### src/rtl/instr_sequencer_if.sv
// Host-side push bus and issue-side outputs of the instruction sequencer.
// Widths follow the FIFO depth and the drop-counter width of the attached sequencer.
interface instr_sequencer_if #(
    parameter int unsigned DEPTH  = 8,
    parameter int unsigned DROP_W = 8
);
    localparam int unsigned CW = $clog2(DEPTH) + 1;

    logic              in_valid;
    logic              in_ready;
    logic [9:0]        in_instr;
    logic [9:0]        Instruc;
    logic [1:0]        phase;
    logic              issue_valid;
    logic [CW-1:0]     count;
    logic [DROP_W-1:0] drop_cnt;

    modport master (
        output in_valid, in_instr,
        input  in_ready, Instruc, phase, issue_valid, count, drop_cnt
    );

    modport slave (
        input  in_valid, in_instr,
        output in_ready, Instruc, phase, issue_valid, count, drop_cnt
    );
endinterface

### src/rtl/instr_sequencer.sv
// Buffers host cache instructions in a FIFO and issues exactly one per 4-step bus
// transaction, holding it stable for the whole window and exporting the step phase.
module instr_sequencer #(
    parameter int unsigned DEPTH      = 8,
    parameter logic [9:0]  IDLE_INSTR = 10'h180,
    parameter int unsigned DROP_W     = 8
) (
    input  logic               clock,
    input  logic               reset,
    instr_sequencer_if.slave   bus
);
    localparam int unsigned AW = $clog2(DEPTH);
    localparam int unsigned PW = AW + 1;

    logic [1:0]        r_phase;
    logic [PW-1:0]     r_wptr;
    logic [PW-1:0]     r_rptr;
    logic [9:0]        r_mem [DEPTH];
    logic [9:0]        r_instr;
    logic              r_issue_valid;
    logic [DROP_W-1:0] r_drop_cnt;

    logic w_full;
    logic w_empty;
    logic w_accept;
    logic w_legal;
    logic w_push;
    logic w_drop;
    logic w_boundary;
    logic w_pop;

    // Pointers carry a wrap bit: equal means empty, differing only in the wrap bit means full.
    assign w_empty    = (r_wptr == r_rptr);
    assign w_full     = (r_wptr[AW] != r_rptr[AW]) && (r_wptr[AW-1:0] == r_rptr[AW-1:0]);
    assign w_accept   = bus.in_valid & ~w_full;
    assign w_legal    = ~bus.in_instr[8];
    assign w_push     = w_accept & w_legal;
    assign w_drop     = w_accept & ~w_legal;
    assign w_boundary = (r_phase == 2'd3);
    assign w_pop      = w_boundary & ~w_empty;

    always_ff @(posedge clock or posedge reset) begin
        if (reset) begin
            r_phase       <= 2'd0;
            r_wptr        <= '0;
            r_rptr        <= '0;
            r_instr       <= IDLE_INSTR;
            r_issue_valid <= 1'b0;
            r_drop_cnt    <= '0;
        end else begin
            r_phase <= r_phase + 2'd1;
            if (w_push) begin
                r_wptr <= r_wptr + PW'(1);
            end
            // The issue decision sees pre-edge occupancy, so a same-edge push waits a window.
            if (w_boundary) begin
                if (w_pop) begin
                    r_instr       <= r_mem[r_rptr[AW-1:0]];
                    r_issue_valid <= 1'b1;
                    r_rptr        <= r_rptr + PW'(1);
                end else begin
                    r_instr       <= IDLE_INSTR;
                    r_issue_valid <= 1'b0;
                end
            end
            if (w_drop && (r_drop_cnt != {DROP_W{1'b1}})) begin
                r_drop_cnt <= r_drop_cnt + DROP_W'(1);
            end
        end
    end

    // Storage needs no reset; the pointers alone define which entries are live.
    always_ff @(posedge clock) begin
        if (w_push) begin
            r_mem[r_wptr[AW-1:0]] <= bus.in_instr;
        end
    end

    assign bus.in_ready    = ~w_full;
    assign bus.count       = r_wptr - r_rptr;
    assign bus.Instruc     = r_instr;
    assign bus.phase       = r_phase;
    assign bus.issue_valid = r_issue_valid;
    assign bus.drop_cnt    = r_drop_cnt;
endmodule

### src/flat_wrapper.sv
// flat-port wrapper written by rule: the top's interface ports become plain ports
module instr_sequencer_flat 
#(
    parameter int unsigned DEPTH      = 8,
    parameter logic [9:0]  IDLE_INSTR = 10'h180,
    parameter int unsigned DROP_W     = 8
)
  (clock, reset, bus_in_valid, bus_in_instr, bus_in_ready, bus_Instruc, bus_phase, bus_issue_valid, bus_count, bus_drop_cnt);
  instr_sequencer_if #(.DEPTH(DEPTH), .DROP_W(DROP_W)) bus_i ();
  input  logic clock;
  input  logic reset;
  input wire logic [$bits(bus_i.in_valid)-1:0] bus_in_valid;
  input wire logic [$bits(bus_i.in_instr)-1:0] bus_in_instr;
  output wire logic [$bits(bus_i.in_ready)-1:0] bus_in_ready;
  output wire logic [$bits(bus_i.Instruc)-1:0] bus_Instruc;
  output wire logic [$bits(bus_i.phase)-1:0] bus_phase;
  output wire logic [$bits(bus_i.issue_valid)-1:0] bus_issue_valid;
  output wire logic [$bits(bus_i.count)-1:0] bus_count;
  output wire logic [$bits(bus_i.drop_cnt)-1:0] bus_drop_cnt;
  assign bus_i.in_valid = bus_in_valid;
  assign bus_i.in_instr = bus_in_instr;
  assign bus_in_ready = bus_i.in_ready;
  assign bus_Instruc = bus_i.Instruc;
  assign bus_phase = bus_i.phase;
  assign bus_issue_valid = bus_i.issue_valid;
  assign bus_count = bus_i.count;
  assign bus_drop_cnt = bus_i.drop_cnt;
  instr_sequencer #(.DEPTH(DEPTH), .IDLE_INSTR(IDLE_INSTR), .DROP_W(DROP_W)) u_core (.clock(clock), .reset(reset), .bus(bus_i));
endmodule
### config.mk
export PLATFORM = sky130hd
export DESIGN_NAME = instr_sequencer_flat
export DESIGN_NICKNAME = d
export VERILOG_FILES = /design/src/rtl/instr_sequencer_if.sv /design/src/rtl/instr_sequencer.sv /design/src/flat_wrapper.sv
export SDC_FILE = /design/constraint.sdc
export NUM_CORES = 1
export LEC_CHECK = 0
export CORE_ASPECT_RATIO = 0.8
export CORE_MARGIN = 4
export CORE_UTILIZATION = 40
export CTS_BUF_LIST = sky130_fd_sc_hd__clkbuf_2 sky130_fd_sc_hd__clkbuf_4 sky130_fd_sc_hd__clkbuf_8
export CTS_CLUSTER_SIZE = 30
export DETAILED_ROUTE_END_ITERATION = 8
export SETUP_SLACK_MARGIN = 0.05
export SKIP_LAST_GASP = 1
export SLEW_MARGIN = 20
export SYNTH_ARGS = -nofsm -noshare
export SYNTH_HDL_FRONTEND = slang
export SYNTH_SLANG_ARGS = --single-unit
### constraint.sdc
create_clock -name clock -period 6.5 [get_ports clock]
set_input_delay 1.625 -clock clock [delete_from_list [all_inputs] [get_ports clock]]
set_output_delay 1.625 -clock clock [all_outputs]
set_load 0.02 [all_outputs]
* After elaboration in Yosys (flattened, before gate mapping)
Memories as Yosys holds them, arrays and structs flattened. Cells that the tools add are included.
Cells by class: add/subtract/negate cells 5, equality and inequality tests 5, muxes and demuxes 4, bitwise operators 7, reduce and logical (&&, ||, !) cells 3
Operator list (count):
- $mux W10 | 1
- $add A4 B1 Y4 const B | 2
- $add A8 B1 Y8 const B | 1
- $ne A8 B8 Y1 const B | 1
- $and A1 B1 Y1 | 4
- $eq A4 B4 Y1 | 1
- $sub A4 B4 Y4 | 1
- $eq A3 B3 Y1 | 1
- $mux W1 | 3
- $not A1 Y1 | 3
- $add A2 B1 Y2 const B | 1
- $eq A2 B2 Y1 const B | 1
- $logic_and A1 B1 Y1 | 2
- $reduce_and A2 Y1 | 1
- $ne A1 B1 Y1 | 1
Word-level totals: register bits after elaboration 29, bits in writable memories 80, logic and storage cells 31, memories 1
Memory list:
- u_core.r_mem | depth 8, width 10, read ports 1, clocked after Yosys merged registers in 0, wr ports 1, RTL line instr_sequencer.sv:18 | logic [9:0] r_mem [DEPTH];

* Depth between registers and ports, before layout
Gate-level depths: netlist of the first run.
depth after elaboration 7, mapped depth 8, depth with buffers taken out 6

* Worst setup path before layout of the first run
Ideal clock, no wire load.
path type input-to-reg, start in bus_in_valid, end mem u_core.r_mem[0][0], enable pin, setup time 0.404 ns, arrival time 2.981 ns, data required time 6.096 ns, path slack 3.115 ns, stages on the path 3, path buffers 0, path through nor2b_1 nand2_1 nor4_1
On the way: cells in the longest elaborated chain, start to end 4
Ends and longest elaborated chain:
- start: declaration | RTL line flat_wrapper.sv:12 | input wire logic [$bits(bus_i.in_valid)-1:0] bus_in_valid;
- $and A1 B1 Y1 | RTL line instr_sequencer.sv:35 | assign w_accept = bus.in_valid & ~w_full;
- $and A1 B1 Y1 | RTL line instr_sequencer.sv:37 | assign w_push = w_accept & w_legal;
- $mux W1 | RTL line instr_sequencer.sv:74 | if (w_push) begin
- $mux W1 (implied by the code) | RTL line instr_sequencer.sv:75 | r_mem[r_wptr[AW-1:0]] <= bus.in_instr;
- end: declaration | RTL line instr_sequencer.sv:18
Every way passes these cells.

* Final worst setup path of the first run
start reg u_core.r_rptr[2], end out bus_in_ready
On the way: cells in the longest elaborated chain, start to end 3
Ends and longest elaborated chain:
- start: declaration | RTL line instr_sequencer.sv:17 | logic [PW-1:0] r_rptr;
- start signal: assignment | RTL line instr_sequencer.sv:60 | r_rptr <= r_rptr + PW'(1);
- $eq A3 B3 Y1 | RTL line instr_sequencer.sv:34 | assign w_full = (r_wptr[AW] != r_rptr[AW]) && (r_wptr[AW-1:0] == r_rptr[AW-1:0]);
- $logic_and A1 B1 Y1 | RTL line instr_sequencer.sv:34
- $not A1 Y1 | RTL line instr_sequencer.sv:79 | assign bus.in_ready = ~w_full;
- end: declaration | RTL line flat_wrapper.sv:14 | output wire logic [$bits(bus_i.in_ready)-1:0] bus_in_ready;
Every way passes these cells.

==> summary.txt, run 1 <==
Max IR drop VDD: 150 uV
Max Cap Violations: 0
Yosys reg bits: 109
Worst min-delay path category: reg2reg
Slew Viols, Final: 0
Syn avg cell area: 17.7 um^2
Area grow syn2layout: 17.1%
Vias in the first global route: 2288
DR vias: 2253
Register area share after synthesis: 0.707
# hold bufs at CTS: 0
Input/output buffers: 38
Aggregate routed wire length: 8360 um
Post-route ant nets: 0
Outcome: completed
Type of origin of the critical path: register
Worst r2r src: u_core.r_rptr[2]$_DFFE_PP0P_
Number of distinct library cells after synthesis: 41
Hold-critical path endpoint: u_core.bus.phase[0]$_DFF_PP0_
Commonest non-fill, non-tap cell in the layout: edfxtp_1
Crit path max fanout: 17
Setup_tns: 0 ps
Finished Layout Cells: 449
Static Leak: 1.89 nW
Cell chain of the critical path: clkinv_1 -> ha_1 -> nand3_1 -> nand2b_1 -> clkdlybuf4s50_1
Worst Hold Path Cells: 1
Buf+Inv Stages, Crit Path: 2
CP arrival: 3090 ps
Final Skew: 12.9 ps
Post-DP HPWL: 5400 um
Post-Place Cells: 434
Synth Cell Area: 4430 um^2
Share of cells above drive strength 1: 0.190
Clock Sinks: 109
Pwr Total: 2.23 mW
Final Critical Period: 4710 ps
GRT Util Overall: 0.140
Post-CTS resize count: 0
Largest net degree at the start of global routing: 30
Clk buf depth: 2
Initial Util: 0.408
Syn_nets: 271
Area occupied by multi-input gates: 1170 um^2
Detailed-route DRC error count: 0
FILL cells: 944
Commonest cells after routing, fill and taps aside: 80 x edfxtp_1, 38 x clkdlybuf4s50_1, 27 x dfrtp_1
Setup bufs post-CTS: 0
Total CTS buffers: 9
Reg2reg path depth: 7
Crit. End Element: output pin
First-pass GRT wire length: 13300 um
PD cells: 431 nW/um^2
Die width: 126 um
CP max-delay cell: dfrtp_1
Maximum clock frequency: 0.212 GHz
Reg2reg end: u_core.r_mem[5][6]$_DFFE_PP_
Dominant delay contributor by cell family on the critical path: buffers and inverters
RSZ-0062 raised after global routing: false
Crit path required time: 4880 ps
Synth warnings: 0
Grt ovf: 0
CTS tree: done
Clock transition at the registers of the reported paths: 100 ps
Core area: 10800 um^2
Post-Syn Instances: 250
Relative slew slack: 0.386
Tcrit/Tclk final: 0.725
Row count: 34
Worst slew pin tran: 913 ps
H-tree levels: 3
Number of diodes: 0
Vias per std cell: 5.02
Placed cell area: 5020 um^2
Clock latency on the worst-skew pair: 370 ps
Worst hold margin: 458 ps
Final Cell Area: 5190 um^2
Setup violators final: 0
Slowest stage delay, CP: 810 ps
DRT Pass-1 Iters: 4
Ports: 39
Die height: 102 um
Routed WL per cell: 18.6 um
Global placer's final weighted congestion: 0.765
Initial DRC count: 101
Reg2Reg Setup Slack: 2850 ps
Die ar.: 12800 um^2
Final Hold Viols: 0
Initial antenna violation count: 0
Root Driver: clkbuf_8
Kind of critical path: reg2out
Beginning of the worst hold path: u_core.bus.phase[0]$_DFF_PP0_
Register Area: 3130 um^2
# nets final: 322
==> synth_stat cells, drive strengths merged <==
library cell / count / share of area
a21o: 1 / 0.0017
o211ai: 2 / 0.0065
clkbuf: 2 / 0.0017
fa: 1 / 0.0045
o22a: 2 / 0.0040
o32ai: 4 / 0.0079
nor2b: 1 / 0.0014
nor2: 18 / 0.016
dfstp: 2 / 0.012
clkinv: 1 / 0.00085
nor3b: 2 / 0.0034
dfrtp: 27 / 0.15
buf: 7 / 0.012
o22ai: 4 / 0.0057
nand2b: 2 / 0.0028
ha: 7 / 0.020
and3: 1 / 0.0014
mux2: 4 / 0.011
nor4b: 1 / 0.0034
nand4: 2 / 0.0028
inv: 18 / 0.015
mux4: 20 / 0.10
xnor2: 6 / 0.014
nor3: 5 / 0.0057
nand2: 5 / 0.0042
xor2: 11 / 0.022
edfxtp: 80 / 0.54
o21ai: 2 / 0.0031
nor4: 3 / 0.0057
mux2i: 4 / 0.0090
nand3: 4 / 0.0045
a21oi: 1 / 0.0011
==> cells by family (layout without fill, tap and decap cells) <==
family / after synthesis / count (layout) / synth area share
AOI/OAI and AO/OA: 16 / 16 / 0.0300
adders and majority gates: 8 / 8 / 0.0243
and+or+nand+nor: 44 / 44 / 0.0511
DFF: 109 / 109 / 0.707
buffers and inverters: 28 / 83 / 0.0297
muxes: 28 / 28 / 0.123
xor gates and xnor gates: 17 / 17 / 0.0353
==> sequential cells by signal (all words and copies together), names as in the netlist <==
signal                  cells
u_core.bus.drop_cnt         8
u_core.r_wptr               4
u_core.bus.Instruc         10
u_core.bus.issue_valid      1
u_core.bus.phase            2
u_core.r_rptr               4
u_core.r_mem               80
==> worst max path at each step <==
| stage | slack, ps | endpoint | start | cells after the start |
|---|---|---|---|---|
| finish | 1790 | bus_in_ready | u_core.r_rptr[2]$_DFFE_PP0P_ | 5 |
| global route | 1560 | bus_in_ready | u_core.r_rptr[2]$_DFFE_PP0P_ | 5 |
| CTS | 1760 | bus_in_ready | u_core.r_rptr[2]$_DFFE_PP0P_ | 5 |
| detailed placement | 2180 | bus_in_ready | u_core.r_rptr[2]$_DFFE_PP0P_ | 5 |
| global placement | 2180 | bus_count[3] | u_core.r_rptr[2]$_DFFE_PP0P_ | 5 |
| floorplan | 3110 | u_core.r_mem[0][0]$_DFFE_PP_ | bus_in_valid | 3 |
==> layout make-up <==
| class | count | area share |
|---|---|---|
| clock inverters | 6 | 0.00869 |
| repair buffers | 49 | 0.0893 |
| clock buffers | 9 | 0.0239 |
| inverters | 19 | 0.0138 |
| flip-flops and latches | 109 | 0.604 |
| multi-input cells | 113 | 0.226 |
| well taps | 144 | 0.0347 |
==> where the power goes <==
part	switching (mW)	internal, mW	leakage [nW]
registers	0.107	0.868	1.07
clock network	0.226	0.141	0.0902
logic	0.448	0.443	0.729
==> worst reg2reg max path: stages, from the launching register on <==
cell	delay, ps
dfrtp_1	810
clkinv_1	450
ha_1	450
nand3_1	210
nand2b_1	190
nand2_1	190
nor3_1	790
buf_4	290
==> metrics by stage <==
step	setup slack [ps]	utilization
floorplan	3110	-
global placement	2180	0.463
detailed placement	2180	0.463
CTS	1760	0.478
global route	1560	0.478
finish	1790	0.478
==> routing by layer <==
metal | track usage | routed length [um] | part of all wire | up-vias
li1 | - | - | - | 1047
met3 | 0.0397 | 473 | 0.057 | 11
met2 | 0.217 | 3970 | 0.47 | 60
met4 | 0.0425 | 103 | 0.012 | 0
met1 | 0.196 | 3810 | 0.46 | 1135
met5 | 0 | 0 | 0 | -
(Power assumes the default switching activity.)
==> run 2, diff against run 1 <==
==> constraint.sdc (replaced) <==
create_clock -name clock -period 4.75 [get_ports clock]
set_input_delay 1.1875 -clock clock [delete_from_list [all_inputs] [get_ports clock]]
set_output_delay 1.1875 -clock clock [all_outputs]
set_load 0.02 [all_outputs]
==> run 2 against run 1 <==
Global-route usage decreased by 0.49 points. Sequential power up 34%. Final cell count up 0.22%. Critical path type unchanged.
==> summary.txt, run 2 (same netlist as run 1, synthesis figures left out) <==
Share of cells above drive strength 1: 0.193
Crit. path cell count: 5
Relative slew slack: 0.395
Root Driver: clkbuf_8
Setup_tns: 0 ps
Post-CTS resize count: 0
Initial DRC count: 138
Initial antenna violation count: 0
First-pass GRT wire length: 12800 um
Row count: 34
Clock transition at the registers of the reported paths: 90 ps
Die height: 102 um
Global placer's final weighted congestion: 0.711
Finished Core Util: 0.479
Worst min-delay path category: reg2reg
Clock Sinks: 109
Reg2reg path depth: 5
Grt ovf: 0
DR vias: 2267
Type of origin of the critical path: register
Worst hold margin: 452 ps
Die width: 126 um
# hold bufs at CTS: 0
Post-Place Cells: 434
Vias per std cell: 5.04
# nets final: 322
Crit. End Element: output pin
GRT Util Overall: 0.135
Crit path max fanout: 19
PD cells: 590 nW/um^2
Slowest stage delay, CP: 650 ps
Core area: 10800 um^2
Static Leak: 1.89 nW
Routed WL per cell: 18.3 um
Buf+Inv Stages, Crit Path: 2
Finished Layout Cells: 450
Worst Hold Path Cells: 1
Die ar.: 12800 um^2
Final Skew: 13.0 ps
Commonest non-fill, non-tap cell in the layout: edfxtp_1
Clock latency on the worst-skew pair: 370 ps
Input/output buffers: 38
Crit path required time: 3560 ps
Cell chain of the critical path: buf_4 -> ha_1 -> fa_1 -> xnor2_1 -> clkdlybuf4s50_1
Aggregate routed wire length: 8250 um
Max IR drop VDD: 187 uV
Ports: 39
Dominant delay contributor by cell family on the critical path: buffers and inverters
Post-route ant nets: 0
Slew Viols, Final: 0
Setup violators final: 0
CP arrival: 2460 ps
Final Critical Period: 3650 ps
Post-DP HPWL: 5160 um
Max Cap Violations: 0
Area grow syn2layout: 17.3%
CP max-delay cell: clkdlybuf4s50_1
RSZ-0062 raised after global routing: false
Outcome: completed
Vias in the first global route: 2189
Maximum clock frequency: 0.274 GHz
Initial Util: 0.408
CTS tree: done
Kind of critical path: reg2out
Total CTS buffers: 9
Commonest cells after routing, fill and taps aside: 80 x edfxtp_1, 38 x clkdlybuf4s50_1, 27 x dfrtp_1
DRT Pass-1 Iters: 4
Setup bufs post-CTS: 0
Tcrit/Tclk final: 0.769
Detailed-route DRC error count: 0
Largest net degree at the start of global routing: 30
Max reg flops: 80
Worst slew pin tran: 905 ps
H-tree levels: 3
Number of diodes: 0
Clk buf depth: 2
Final Hold Viols: 0
-- run 2: final cells by class --
type                    count  area [um^2]
clock buffers              10          131
clock inverters             6         46.3
fillers                   945         5650
inverters                  19         71.3
multi-input cells         113         1170
flip-flops and latches    109         3130
well taps                 144          180
repair buffers             49          463
-- run 2: worst reg2reg max path, cell delays in order (launching register included) --
cell and delay (ps):
dfrtp_1 360, clkinv_1 250, ha_1 430, nand3_1 210, o211ai_1 190, nor2_1 750
-- run 2: path summary, 6_finish.rpt --
| kind | from | end | slack [ps] |
|---|---|---|---|
| worst max-delay path | u_core.r_rptr[0]$_DFFE_PP0P_ | bus_count[2] | 1100 |
| worst min-delay path | u_core.bus.phase[0]$_DFF_PP0_ | u_core.bus.phase[0]$_DFF_PP0_ | 450 |
| worst max register to register | u_core.r_rptr[2]$_DFFE_PP0P_ | u_core.r_mem[3][0]$_DFFE_PP_ | 2190 |
| worst min register to register | u_core.bus.phase[0]$_DFF_PP0_ | u_core.bus.phase[0]$_DFF_PP0_ | 450 |
| max in group asynchronous | reset | u_core.bus.Instruc[8]$_DFFE_PP1P_ | 3220 |
| min in group asynchronous | reset | u_core.bus.drop_cnt[1]$_DFFE_PP0P_ | 1200 |
-- run 2: per-layer routing --
| layer | track usage | part of all wire | vias up |
|---|---|---|---|
| met1 | 0.194 | 0.49 | 1161 |
| met2 | 0.204 | 0.46 | 46 |
| met5 | 0 | 0 | - |
| li1 | - | - | 1051 |
| met3 | 0.0397 | 0.043 | 9 |
| met4 | 0.0375 | 0.012 | 0 |
-- run 2: power breakdown --
part	switching [mW]	total [mW]	internal [mW]	leakage, nW
combinational	0.638	1.24	0.606	0.728
sequential	0.124	1.31	1.19	1.07
clock	0.308	0.509	0.201	0.0920
-- run 2: through the flow --
step / setup slack (ps) / cell area (um^2) / power (mW)
final: 1100 / 5190 / 3.07
after global routing: 979 / 5190 / 3.25
after CTS: 1060 / 5190 / 3.11
after detailed placement: 1310 / 5020 / 2.60
after global placement: 1350 / 5020 / 2.59
after floorplan: 1500 / 4430 / 2.13
